File: src/rtl/fft_pkg.sv
// Shared definitions for the radix-2 DIF FFT scheduler.
//   fft_state_t   : scheduler FSM states.
//   fft_span      : butterfly span N>>(s+1) for stage s.
//   fft_rd_addr0  : x0 address of issue k in stage s.
//   fft_rd_addr1  : x1 address, always x0 + span.
//   fft_tw_addr   : twiddle ROM index of issue k in stage s.
//   bitrev        : bit reversal of an index (for output-order checks).
package fft_pkg;

  typedef enum logic [1:0] {IDLE, RUN, DRAIN, DONE} fft_state_t;

  function automatic int fft_span(input int s, input int log2n);
    return 1 << (log2n - s - 1);
  endfunction

  // Issue k splits into a group index g (high bits) and an offset j inside
  // the group; each group covers 2*span consecutive samples.
  function automatic int fft_rd_addr0(input int k, input int s, input int log2n);
    int span;
    int j;
    int g;
    span = fft_span(s, log2n);
    j    = k & (span - 1);
    g    = k >> (log2n - 1 - s);
    return (g << (log2n - s)) | j;
  endfunction

  function automatic int fft_rd_addr1(input int k, input int s, input int log2n);
    return fft_rd_addr0(k, s, log2n) + fft_span(s, log2n);
  endfunction

  function automatic int fft_tw_addr(input int k, input int s, input int log2n);
    return (k & (fft_span(s, log2n) - 1)) << s;
  endfunction

  function automatic int bitrev(input int x, input int nbits);
    int r;
    r = 0;
    for (int i = 0; i < nbits; i++) r = (r << 1) | ((x >> i) & 1);
    return r;
  endfunction

endpackage

File: src/rtl/fft_wr_delay.sv
// Write-back delay line: carries the read-issue valid and address pair
// forward DEPTH cycles so the write lands when the butterfly result is valid.
// Ports:
//   clk, rst      : clock, synchronous active-high reset (clears valids only)
//   vld, a0, a1   : issue strobe and x0/x1 addresses entering the line
//   q_vld         : delayed strobe (memory write enable)
//   q_a0, q_a1    : delayed addresses, forced to 0 when q_vld is low
module fft_wr_delay #(
  parameter int DEPTH  = 5,
  parameter int ADDR_W = 4
) (
  input  logic              clk,
  input  logic              rst,
  input  logic              vld,
  input  logic [ADDR_W-1:0] a0,
  input  logic [ADDR_W-1:0] a1,
  output logic              q_vld,
  output logic [ADDR_W-1:0] q_a0,
  output logic [ADDR_W-1:0] q_a1
);

  logic              vld_p [DEPTH];
  logic [ADDR_W-1:0] a0_p  [DEPTH];
  logic [ADDR_W-1:0] a1_p  [DEPTH];

  // stage boundary: valid chain, reset so pending writes are discarded
  always_ff @(posedge clk) begin
    if (rst) begin
      for (int i = 0; i < DEPTH; i++) vld_p[i] <= 1'b0;
    end else begin
      vld_p[0] <= vld;
      for (int i = 1; i < DEPTH; i++) vld_p[i] <= vld_p[i-1];
    end
  end

  // stage boundary: address chain, data only
  always_ff @(posedge clk) begin
    a0_p[0] <= a0;
    a1_p[0] <= a1;
    for (int i = 1; i < DEPTH; i++) begin
      a0_p[i] <= a0_p[i-1];
      a1_p[i] <= a1_p[i-1];
    end
  end

  assign q_vld = vld_p[DEPTH-1];
  assign q_a0  = q_vld ? a0_p[DEPTH-1] : '0;
  assign q_a1  = q_vld ? a1_p[DEPTH-1] : '0;

endmodule

File: src/rtl/fft_dif_sched.sv
// Scheduler for one in-place radix-2 DIF FFT of N = 2^LOG2N points through a
// single shared butterfly. Output order is bit-reversed.
// Ports:
//   clk, rst            : clock, synchronous active-high reset
//   start               : one-cycle request, honoured only in IDLE
//   busy, done          : busy in RUN/DRAIN; done pulses for the DONE cycle
//   stage               : current stage 0..LOG2N-1
//   rd_en, rd_addr0/1   : sample memory read strobe and x0/x1 addresses
//   tw_addr             : twiddle ROM address (valid with rd_en)
//   bf_rst              : butterfly phase realignment
//   wr_en, wr_addr0/1   : sample memory write strobe and addresses
//   cycle_cnt           : busy-cycle counter, only with FFT_SCHED_CYCLE_CNT_EN
// Optional feature macro: FFT_SCHED_CYCLE_CNT_EN.
module fft_dif_sched
  import fft_pkg::*;
#(
  parameter int LOG2N      = 4,
  parameter int BF_LATENCY = 4,
  parameter int ADDR_W     = LOG2N,
  parameter int TW_W       = LOG2N - 1
) (
  input  logic              clk,
  input  logic              rst,
  input  logic              start,
  output logic              busy,
  output logic              done,
  output logic [ADDR_W-1:0] stage,
  output logic              rd_en,
  output logic [ADDR_W-1:0] rd_addr0,
  output logic [ADDR_W-1:0] rd_addr1,
  output logic [TW_W-1:0]   tw_addr,
  output logic              bf_rst,
  output logic              wr_en,
  output logic [ADDR_W-1:0] wr_addr0,
  output logic [ADDR_W-1:0] wr_addr1
`ifdef FFT_SCHED_CYCLE_CNT_EN
  ,
  output logic [15:0]       cycle_cnt
`endif
);

  localparam int N     = 1 << LOG2N;
  localparam int CNT_W = $clog2((N > BF_LATENCY) ? N : BF_LATENCY);

  fft_state_t        state, state_nx;
  logic [CNT_W-1:0]  cnt, cnt_nx;
  logic [ADDR_W-1:0] stage_nx;
  int                k;

  always_ff @(posedge clk) begin
    if (rst) begin
      state <= IDLE;
      cnt   <= '0;
      stage <= '0;
    end else begin
      state <= state_nx;
      cnt   <= cnt_nx;
      stage <= stage_nx;
    end
  end

  // cnt counts RUN cycles 0..N-1, then DRAIN cycles 0..BF_LATENCY-1.
  always_comb begin
    state_nx = state;
    cnt_nx   = cnt;
    stage_nx = stage;
    case (state)
      IDLE: begin
        cnt_nx   = '0;
        stage_nx = '0;
        if (start) state_nx = RUN;
      end
      RUN: begin
        if (cnt == CNT_W'(N - 1)) begin
          state_nx = DRAIN;
          cnt_nx   = '0;
        end else begin
          cnt_nx = cnt + 1'b1;
        end
      end
      DRAIN: begin
        if (cnt == CNT_W'(BF_LATENCY - 1)) begin
          cnt_nx = '0;
          if (stage == ADDR_W'(LOG2N - 1)) begin
            state_nx = DONE;
          end else begin
            state_nx = RUN;
            stage_nx = stage + 1'b1;
          end
        end else begin
          cnt_nx = cnt + 1'b1;
        end
      end
      default: begin
        state_nx = IDLE;
        stage_nx = '0;
      end
    endcase
  end

  // Issue on even RUN cycles; issue index k is the RUN cycle count halved.
  always_comb begin
    busy     = (state == RUN) || (state == DRAIN);
    done     = (state == DONE);
    rd_en    = (state == RUN) && !cnt[0];
    bf_rst   = (state == IDLE) || (state == DONE) || ((state == RUN) && (cnt == '0));
    k        = int'(cnt >> 1);
    rd_addr0 = '0;
    rd_addr1 = '0;
    tw_addr  = '0;
    if (rd_en) begin
      rd_addr0 = ADDR_W'(fft_rd_addr0(k, int'(stage), LOG2N));
      rd_addr1 = ADDR_W'(fft_rd_addr1(k, int'(stage), LOG2N));
      tw_addr  = TW_W'(fft_tw_addr(k, int'(stage), LOG2N));
    end
  end

  // One cycle for the synchronous read plus the butterfly latency.
  fft_wr_delay #(
    .DEPTH  (1 + BF_LATENCY),
    .ADDR_W (ADDR_W)
  ) u_wr_delay (
    .clk   (clk),
    .rst   (rst),
    .vld   (rd_en),
    .a0    (rd_addr0),
    .a1    (rd_addr1),
    .q_vld (wr_en),
    .q_a0  (wr_addr0),
    .q_a1  (wr_addr1)
  );

`ifdef FFT_SCHED_CYCLE_CNT_EN
  always_ff @(posedge clk) begin
    if (rst) begin
      cycle_cnt <= '0;
    end else if ((state == IDLE) && start) begin
      cycle_cnt <= '0;
    end else if (busy && (cycle_cnt != 16'hFFFF)) begin
      cycle_cnt <= cycle_cnt + 1'b1;
    end
  end
`endif

endmodule

File: config.mk
export PLATFORM = sky130hd
export DESIGN_NAME = fft_dif_sched
export DESIGN_NICKNAME = d
export VERILOG_FILES = /design/src/rtl/fft_pkg.sv /design/src/rtl/fft_wr_delay.sv /design/src/rtl/fft_dif_sched.sv
export SDC_FILE = /design/constraint.sdc
export NUM_CORES = 1
export LEC_CHECK = 0
export CELL_PAD_IN_SITES_DETAIL_PLACEMENT = 1
export CELL_PAD_IN_SITES_GLOBAL_PLACEMENT = 1
export CORE_MARGIN = 8
export CORE_UTILIZATION = 30
export CTS_CLUSTER_DIAMETER = 150
export CTS_CLUSTER_SIZE = 40
export DETAILED_ROUTE_END_ITERATION = 8
export GPL_ROUTABILITY_DRIVEN = 0
export PLACE_DENSITY_LB_ADDON = 0.1
export SLEW_MARGIN = 20
export SYNTH_ARGS = -nofsm -noshare
export SYNTH_HDL_FRONTEND = slang
export SYNTH_SLANG_ARGS = --single-unit
File: constraint.sdc
create_clock -name clk -period 7.9 [get_ports clk]
set_input_delay 1.975 -clock clk [delete_from_list [all_inputs] [get_ports clk]]
set_output_delay 1.975 -clock clk [all_outputs]
set_load 0.005 [all_outputs]
Yosys cells after proc, flatten, opt, wreduce, memory -nomap -nowiden:

Memory sizes are Yosys's and may differ from the RTL's.
Index checks and enable logic that the tools add are counted.

* memories: 3
* bits in registers: 10
* word-level logic and storage cells: 70
* RAM bits: 45
* bits of input ports: 3
* output and inout port bits: 28

* eq/ne operators: 10
* multiplexer cells: 24
* reductions and logical operators: 11
* shifts and indexed selects: 4
* $add $sub $neg: 7
* bitwise gates (word level): 8

Memories
* u_wr_delay.a0_p: depth 5, width 4, rd ports 5, clocked after Yosys merged registers in 0, wr ports 5, line fft_wr_delay.sv:23 `logic [ADDR_W-1:0] a0_p [DEPTH];`
* u_wr_delay.a1_p: depth 5, width 4, rd ports 5, clocked after Yosys merged registers in 0, wr ports 5, line fft_wr_delay.sv:24 `logic [ADDR_W-1:0] a1_p [DEPTH];`
* u_wr_delay.vld_p: depth 5, width 1, rd ports 5, clocked after Yosys merged registers in 0, wr ports 5, line fft_wr_delay.sv:22 `logic vld_p [DEPTH];`

Operators by type and width (number)
* AND 4 x 32 -> 32 bit: 1
* 2-to-1 mux 4 bit: 8
* left shift 1 x 32 -> 32 bit, first input constant: 1
* left shift 32 x 32 -> 4 bit: 1
* left shift 32 x 4 -> 3 bit: 1
* >> shifter 3 x 32 -> 32 bit: 1
* subtractor 32 x 2 -> 32 bit, second input constant: 1
* one-hot mux 4 bit (3 select lines): 1
* adder 4 x 1 -> 4 bit, second input constant: 2
* equality test 4 x 2 -> 1 bit, second input constant: 2
* 2-to-1 mux 1 bit: 8
* 2-to-1 mux 2 bit: 4
* != test 2 bit, second input constant: 4
* one-hot mux 4 bit (2 select lines): 1
* one-hot mux 2 bit (3 select lines): 1
* AND reduction 3 bit: 2
* subtractor 5 x 2 -> 6 bit, second input constant: 1
* OR 1 bit: 5
* subtractor 2 x 4 -> 5 bit, first input constant: 1
* subtractor 3 x 4 -> 5 bit, first input constant: 1
* adder 4 bit: 1
* equality test 2 bit, second input constant: 2
* equality test 4 bit, second input constant: 1
* zero test 4 bit: 1
* 9 further kinds: 12

Longest topological paths before layout:

Gate-level depths: netlist of the first run.

* depth after elaboration: 8
* mapped depth: 15
* mapped depth without buffers: 13

By module:

Synthesis of the first run repeated with hierarchy kept, for this count alone.

* cell total of the unflattened synthesis: 218
* area, all modules: 2143.3 µm²

Modules (own cells, without submodules)
* fft_dif_sched: seq. area each 200.2 µm², cells each 160, times used 1, area each 1161.1 µm²
* fft_wr_delay: seq. area each 900.9 µm², cells each 58, times used 1, area each 982.2 µm²

Worst setup path after synthesis of the first run:

Ideal clock, no wire load.

* path kind: register -> output
* from: register stage[1]
* to: output port rd_addr1[3]
* path buffers: 2
* cell stages (with the launch flop): 16
* required time: 5925 ps
* arrival time: 3162 ps
* setup slack: 2763 ps
* cell sequence: dfxtp_1 -> clkbuf_1 -> inv_1 -> ha_1 -> clkbuf_1 -> nor2b_1 -> and2_1 -> inv_1 -> ha_1 -> nor2b_1 -> a31o_2 -> ha_1 -> a21o_1 -> a21oi_1 -> a211oi_1 -> nand2b_1

* cells in the longest elaborated chain, start to end: 8
* elaborated cells on any way between the ends: 11
* those cells by class: 5 x add/sub; 3 x shift; 1 x mux; 2 x bitwise

Ends and longest elaborated chain
* start: declaration: line fft_dif_sched.sv:27 `output logic [ADDR_W-1:0] stage,`
* start signal: assignment: line fft_dif_sched.sv:58 `stage <= stage_nx;`
* subtractor 3 x 4 -> 5 bit: line fft_pkg.sv:13, fft_pkg.sv:25
* subtractor 5 x 2 -> 6 bit: line fft_pkg.sv:13 `return 1 << (log2n - s - 1);`
* left shift 1 x 32 -> 32 bit
* subtractor 32 x 2 -> 32 bit
* AND 4 x 32 -> 32 bit
* OR 4 bit: line fft_pkg.sv:25 `return (g << (log2n - s)) | j;`
* adder 4 bit *: line fft_pkg.sv:29 `return fft_rd_addr0(k, s, log2n) + fft_span(s, log2n);`
* 2-to-1 mux 4 bit *: line fft_dif_sched.sv:111 `if (rd_en) begin`
* end: declaration: line fft_dif_sched.sv:30 `output logic [ADDR_W-1:0] rd_addr1,`

Every way passes the cells marked *; elsewhere a longest branch is shown, timed or not.

Worst setup path in the final report of the first run:

* from: register stage[0]
* to: output port rd_addr1[3]

The elaborated chain is that of the path after synthesis.

==> results.md, run 1 <==
- Post-synth EDFFs: 0
- Critical path peak fanout: 18
- Die width: 99.0 um
- Syn_area_per_cell: 10.2 um2
- Core area: 6720 um2
- CTS max path bufs: 2
- Placed Cells: 305
- Drt first-iter violations: 28
- Setup TNS Final: 0 ns
- Setup violators final: 0
- Synth cell types: 41
- RSZ-0062 raised after global routing: false
- Final Hold Viols: 0
- GR Overflow Total: 0
- CP Launch Type: flip-flop
- Cell Rows: 30
- Ys Warns: 0
- Max rail drop VDD: 0.0000756 V
- Synth async-reset ratio: 0%
- Tot GR Track Use: 9.89%
- Post-CTS Resized: 0
- Gate Count Post-Synth: 202
- Largest net degree at the start of global routing: 20
- Die area: 9800 um2
- Synth Net Count: 219
- CP Class: flip-flop to output port
- Min-delay worst type: flip-flop to flip-flop
- Hold Slack: 0.333 ns
- Initial core utilization: 30.7%
- Clock Sinks: 55
- FF+latch count, synth: 55
- Crit. End Element: output port
- Final Max Slew Viols: 0
- Post-CTS Setup Inserts: 0
- Seq/Total Area, Yosys: 53.3%
- Inserted Diodes: 0
- Avg Vias per Cell: 4.73
- Wire length per cell: 14.3 um
- Vert. Die Dim: 99.0 um
- Root Buffer: clkbuf_8
- # nets final: 249
- Num CTS Buffers: 5
- First-pass GRT wire length: 7.72 mm
- Worst Max-Slew Pin Slew: 0.566 ns
- Post-Route WL: 4.47 mm
- Worst skew pair latency: 0.31 ns
- Non-filler cells, final: 313
- Commonest non-fill, non-tap cell in the layout: dfxtp_1
- Clock Pin Slew Worst Setup and Hold Paths: 0.10 ns
- Status: complete, no violations
- Skew final: 0.00459 ns
- DRC viols: 0
- Core Util, Final: 37.7%
- Tcrit/Tclk final: 80.0%
- Most frequent cells in the layout: dfxtp_1, clkdlybuf4s50_1, nand2_1
- Pwr/cell area: 232 nW/um2
- Port Buffers: 30
- CP arrival: 4.34 ns
- F_max: 0.158 GHz
- Total power draw: 590 uW
- CTS tree: done
- Max transition margin: 62.1%
- TritonRoute pass-1 iters: 4
- Leak pwr: 0.000962 uW
- Detail Placement HPWL: 3.32 mm
- Initial antenna violation count: 0
- Synthesized cell area: 2070 um2
- H-Tree Depth: 2
- Via count: 1,481
- Min cycle time layout: 6.32 ns
- Post-CTS Hold Fix Bufs: 0
- Share of layout cells above drive strength 1: 6.44%
- Post-route ant nets: 0
- Layout area overhead: 22.8%
- Ports: 31
- CP Data Required Time: 5.93 ns
- Number of max-cap violations: 0
- Number of global-route vias before repair: 1,513
- Post-synth top flop: dfxtp_1
[worst paths after layout]
path / from / to / slack, ns / cells past startpoint
max: stage[0] / rd_addr1[3] / 1.58 / 14
min: u_wr_delay.a0_p[1][2] / u_wr_delay.a0_p[2][2] / 0.33 / 0
max reg2reg: stage[0] / u_wr_delay.a1_p[0][3] / 4.28 / 13
min reg2reg: u_wr_delay.a0_p[1][2] / u_wr_delay.a0_p[2][2] / 0.33 / 0
[cells in the mapped netlist (2+ instances only)]
library cell / instances / area (um2)
dfxtp_1: 55 / 1100
nand2_1: 15 / 56.3
ha_1: 13 / 163
and2_1: 12 / 75.1
nor2_1: 11 / 41.3
a21oi_1: 10 / 50.1
inv_1: 10 / 37.5
clkbuf_1: 7 / 26.3
nand3_1: 7 / 35.0
nor3_1: 7 / 35.0
nor2b_1: 6 / 37.5
o21ai_0: 4 / 20.0
a31oi_1: 3 / 18.8
mux2i_1: 3 / 30.0
nand2b_1: 3 / 18.8
nor3b_1: 3 / 22.5
or2_2: 3 / 18.8
xor2_1: 3 / 26.3
a211oi_1: 2 / 15.0
o221ai_1: 2 / 17.5
or3_1: 2 / 12.5
xnor2_1: 2 / 17.5
[kinds of logic after synthesis]
| logic type | share of synthesized area [%] |
|---|---|
| flops | 53.3 |
| fa+ha+maj | 8.84 |
| simple gates | 21.0 |
| compound gates | 10.2 |
| mux | 1.45 |
| xor+xnor | 2.12 |
| buf+inv | 3.09 |
[through the flow]
stage,setup WS [ns],area [um2]
detailed placement,1.93,2440
floorplan,2.76,2070
global placement,2.10,2440
global route,1.17,2540
finish,1.58,2540
CTS,1.55,2540
[registers in the layout (all words and copies together), names as in the netlist]
name / flops
state: 2
stage: 4
u_wr_delay.a1_p: 20
u_wr_delay.vld_p: 5
cnt: 4
u_wr_delay.a0_p: 20
[critical path, stage by stage (launching register included)]
cell             delay (ns)
dfxtp_1                0.69
inv_1                  0.22
ha_1                   0.52
nor2b_1                0.25
and2_1                 0.25
inv_1                  0.06
ha_1                   0.29
nor2b_1                0.21
a31o_2                 0.18
ha_1                   0.24
a21o_1                 0.16
a21oi_1                0.21
nand4_1                0.12
nand2b_1               0.11
clkdlybuf4s50_1        0.53
[power by group]
part	switching, uW	internal (uW)
Combinational	69.4	53.6
Clock	94.7	65.2
Sequential	10.6	296
[final cells by class]
class                   count  area, um2
inverters                  10       37.5
clock inverters             3       27.5
well taps                  80        100
multi-input cells         130        901
flip-flops and latches     55       1100
repair buffers             30        300
fillers                   749       4180
clock buffers               5       68.8
[layer usage]
layer  track usage (%)  vias to the layer above  share of wire, %
met5                 0                        -                 0
met4              5.31                        0               2.5
met3              3.95                       10               6.2
met2              15.0                       27                45
met1              11.7                      692                47
li1                  -                      752                 -
No activity file was read; power rests on OpenSTA's default activity.
==> run 2, diff against run 1 <==
- clock period: 7.9 -> 6.35 ns (I/O delays scaled with it)
==> results.md, run 2 (synthesis results as in run 1) <==
- GR Overflow Total: 0 (unchanged)
- First-pass GRT wire length: 7.78 mm (was 7.72 mm)
- DP Worst Slack: 1.32 ns (was 1.93 ns)
- Post-CTS Setup Inserts: 0 (unchanged)
- Die width: 99.0 um (unchanged)
- Post-route ant nets: 0 (unchanged)
- R2r setup slk: 3.28 ns (was 4.28 ns)
- Vert. Die Dim: 99.0 um (unchanged)
- GR Util met2: 14.8% (was 15.0%)
- Leak pwr: 0.000973 uW (was 0.000962 uW)
- Tot GR Track Use: 9.86% (was 9.89%)
- Layout area overhead: 23.5% (was 22.8%)
- Wire length per cell: 14.8 um (was 14.3 um)
- Worst r2r dst: u_wr_delay.a1_p[0][3] (unchanged)
- Worst Max-Slew Pin Slew: 0.588 ns (was 0.566 ns)
- Clock Pin Slew Worst Setup and Hold Paths: 0.10 ns (about the same)
- Avg Vias per Cell: 4.78 (was 4.73)
- Share of layout cells above drive strength 1: 7.23% (was 6.44%)
- RSZ-0062 raised after global routing: false (unchanged)
- Root Buffer: clkbuf_8 (unchanged)
- Largest registers: u_wr_delay.a0_p (20), u_wr_delay.a1_p (20), u_wr_delay.vld_p (5) (unchanged)
- Skew final: 0.00939 ns (was 0.00459 ns)
- Met3 GRT Util: 3.17% (was 3.95%)
- Initial core utilization: 30.7% (unchanged)
- Final Hold Viols: 0 (unchanged)
- Ports: 31 (unchanged)
- Most frequent cells in the layout: dfxtp_1, clkdlybuf4s50_1, nand2_1 (unchanged)
- Number of max-cap violations: 0 (unchanged)
- Inserted Diodes: 0 (unchanged)
- CTS max path bufs: 2 (unchanged)
- Drt first-iter violations: 57 (was 28)
- Num CTS Buffers: 5 (unchanged)
- Grt met1 use: 13.0% (was 11.7%)
- Die area: 9800 um2 (unchanged)
- CP Data Required Time: 4.76 ns (was 5.93 ns)
- Critical path startpoint: stage[0] (unchanged)
- Final Max Slew Viols: 0 (unchanged)
- Critical R2R Launch: stage[0] (unchanged)
- Via count: 1,505 (was 1,481)
- Total power draw: 735 uW (was 590 uW)
- Core Util, Final: 38.0% (was 37.7%)
- CTS tree: done (unchanged)
- Hold Path Origin: u_wr_delay.a0_p[1][2] (unchanged)
- Post-CTS Resized: 0 (unchanged)
- Initial antenna violation count: 0 (unchanged)
- Max transition margin: 60.7% (was 62.1%)
- Port Buffers: 30 (unchanged)
- Max rail drop VDD: 0.0000931 V (was 0.0000756 V)
- Post-CTS Hold Fix Bufs: 0 (unchanged)
- Status: complete, no violations (unchanged)
- Reg2Reg Depth: 13 (unchanged)
- Pwr/cell area: 288 nW/um2 (was 232 nW/um2)
- TritonRoute pass-1 iters: 4 (unchanged)
- Detail Placement HPWL: 3.44 mm (was 3.32 mm)
- Worst skew pair latency: 0.31 ns (about the same)
- Core area: 6720 um2 (unchanged)
- Fillers: 749 (unchanged)
- Setup TNS Final: 0 ns (unchanged)
- Critical path peak fanout: 11 (was 18)
- Final worst slack: 0.988 ns (was 1.58 ns)
- Commonest non-fill, non-tap cell in the layout: dfxtp_1 (unchanged)
- Crit. End Element: output port (unchanged)
- WHS Path Cells: 0 (unchanged)
- DRC viols: 0 (unchanged)
- CP Class: flip-flop to output port (unchanged)
- F_max: 0.186 GHz
- Setup violators final: 0 (unchanged)
- Largest net degree at the start of global routing: 20 (unchanged)
- Cell Rows: 30 (unchanged)
- Post-Route WL: 4.65 mm (was 4.47 mm)
- Min cycle time layout: 5.36 ns
- Clock Sinks: 55 (unchanged)
- H-Tree Depth: 2 (unchanged)
- CP arrival: 3.77 ns (was 4.34 ns)
- Tcrit/Tclk final: 84.4%
- Global route hottest layer: met2 (unchanged)
- CP Launch Type: flip-flop (unchanged)
- Number of global-route vias before repair: 1,505 (was 1,513)
- # nets final: 251 (was 249)
- Min-delay worst type: flip-flop to flip-flop (unchanged)
- Destination of the worst hold path: u_wr_delay.a0_p[2][2] (unchanged)
-- run 2: worst max-delay path: stages, from the launching register on --
cell and delay [ns]:
dfxtp_1 0.34, inv_1 0.10, ha_1 0.50, nor2b_1 0.25, and2_1 0.24, inv_1 0.06, ha_1 0.28, nor2b_1 0.19
a31o_2 0.18, ha_1 0.24, a21o_1 0.16, a21oi_1 0.18, nand4_1 0.12, nand2b_1 0.11, clkdlybuf4s50_1 0.50
-- run 2: final cells by class --
type,instances,area [um2],share of cell area (%)
clock buffer,5,68.8,2.70
clock inverter,3,27.5,1.08
inverter,10,37.5,1.47
multi-input combinational,130,901,35.3
sequential,55,1100,43.2
tap,80,100,3.92
timing repair buffer,32,315,12.4
-- run 2: per-stage QoR --
stage                     hold WS [ns]  cell area (um2)  instances
after detailed placement         0.313             2450        307
final                            0.329             2550        315
after global placement           0.311             2450        307
after CTS                        0.335             2550        315
after floorplan                  0.310             2070        202
after global routing             0.340             2550        315
-- run 2: worst max-delay path by stage --
stage,end,slack (ns),depth (start not counted)
after global routing,rd_addr1[3],0.68,14
after CTS,rd_addr1[3],0.96,14
after detailed placement,rd_addr1[3],1.32,14
final,rd_addr1[3],0.99,14
after floorplan,rd_addr1[3],1.60,15
after global placement,rd_addr1[3],1.41,14
-- run 2: where the power goes --
group / switching, uW / internal (uW)
Sequential: 13.0 / 368
Combinational: 86.0 / 66.6
Clock: 120 / 81.2
Total: 219 / 516
-- run 2: per-layer routing --
layer	vias to the layer above	part of all wire [%]
li1	755	-
met1	719	50
met2	27	45
met3	4	4.9
met4	0	0.73
met5	-	0
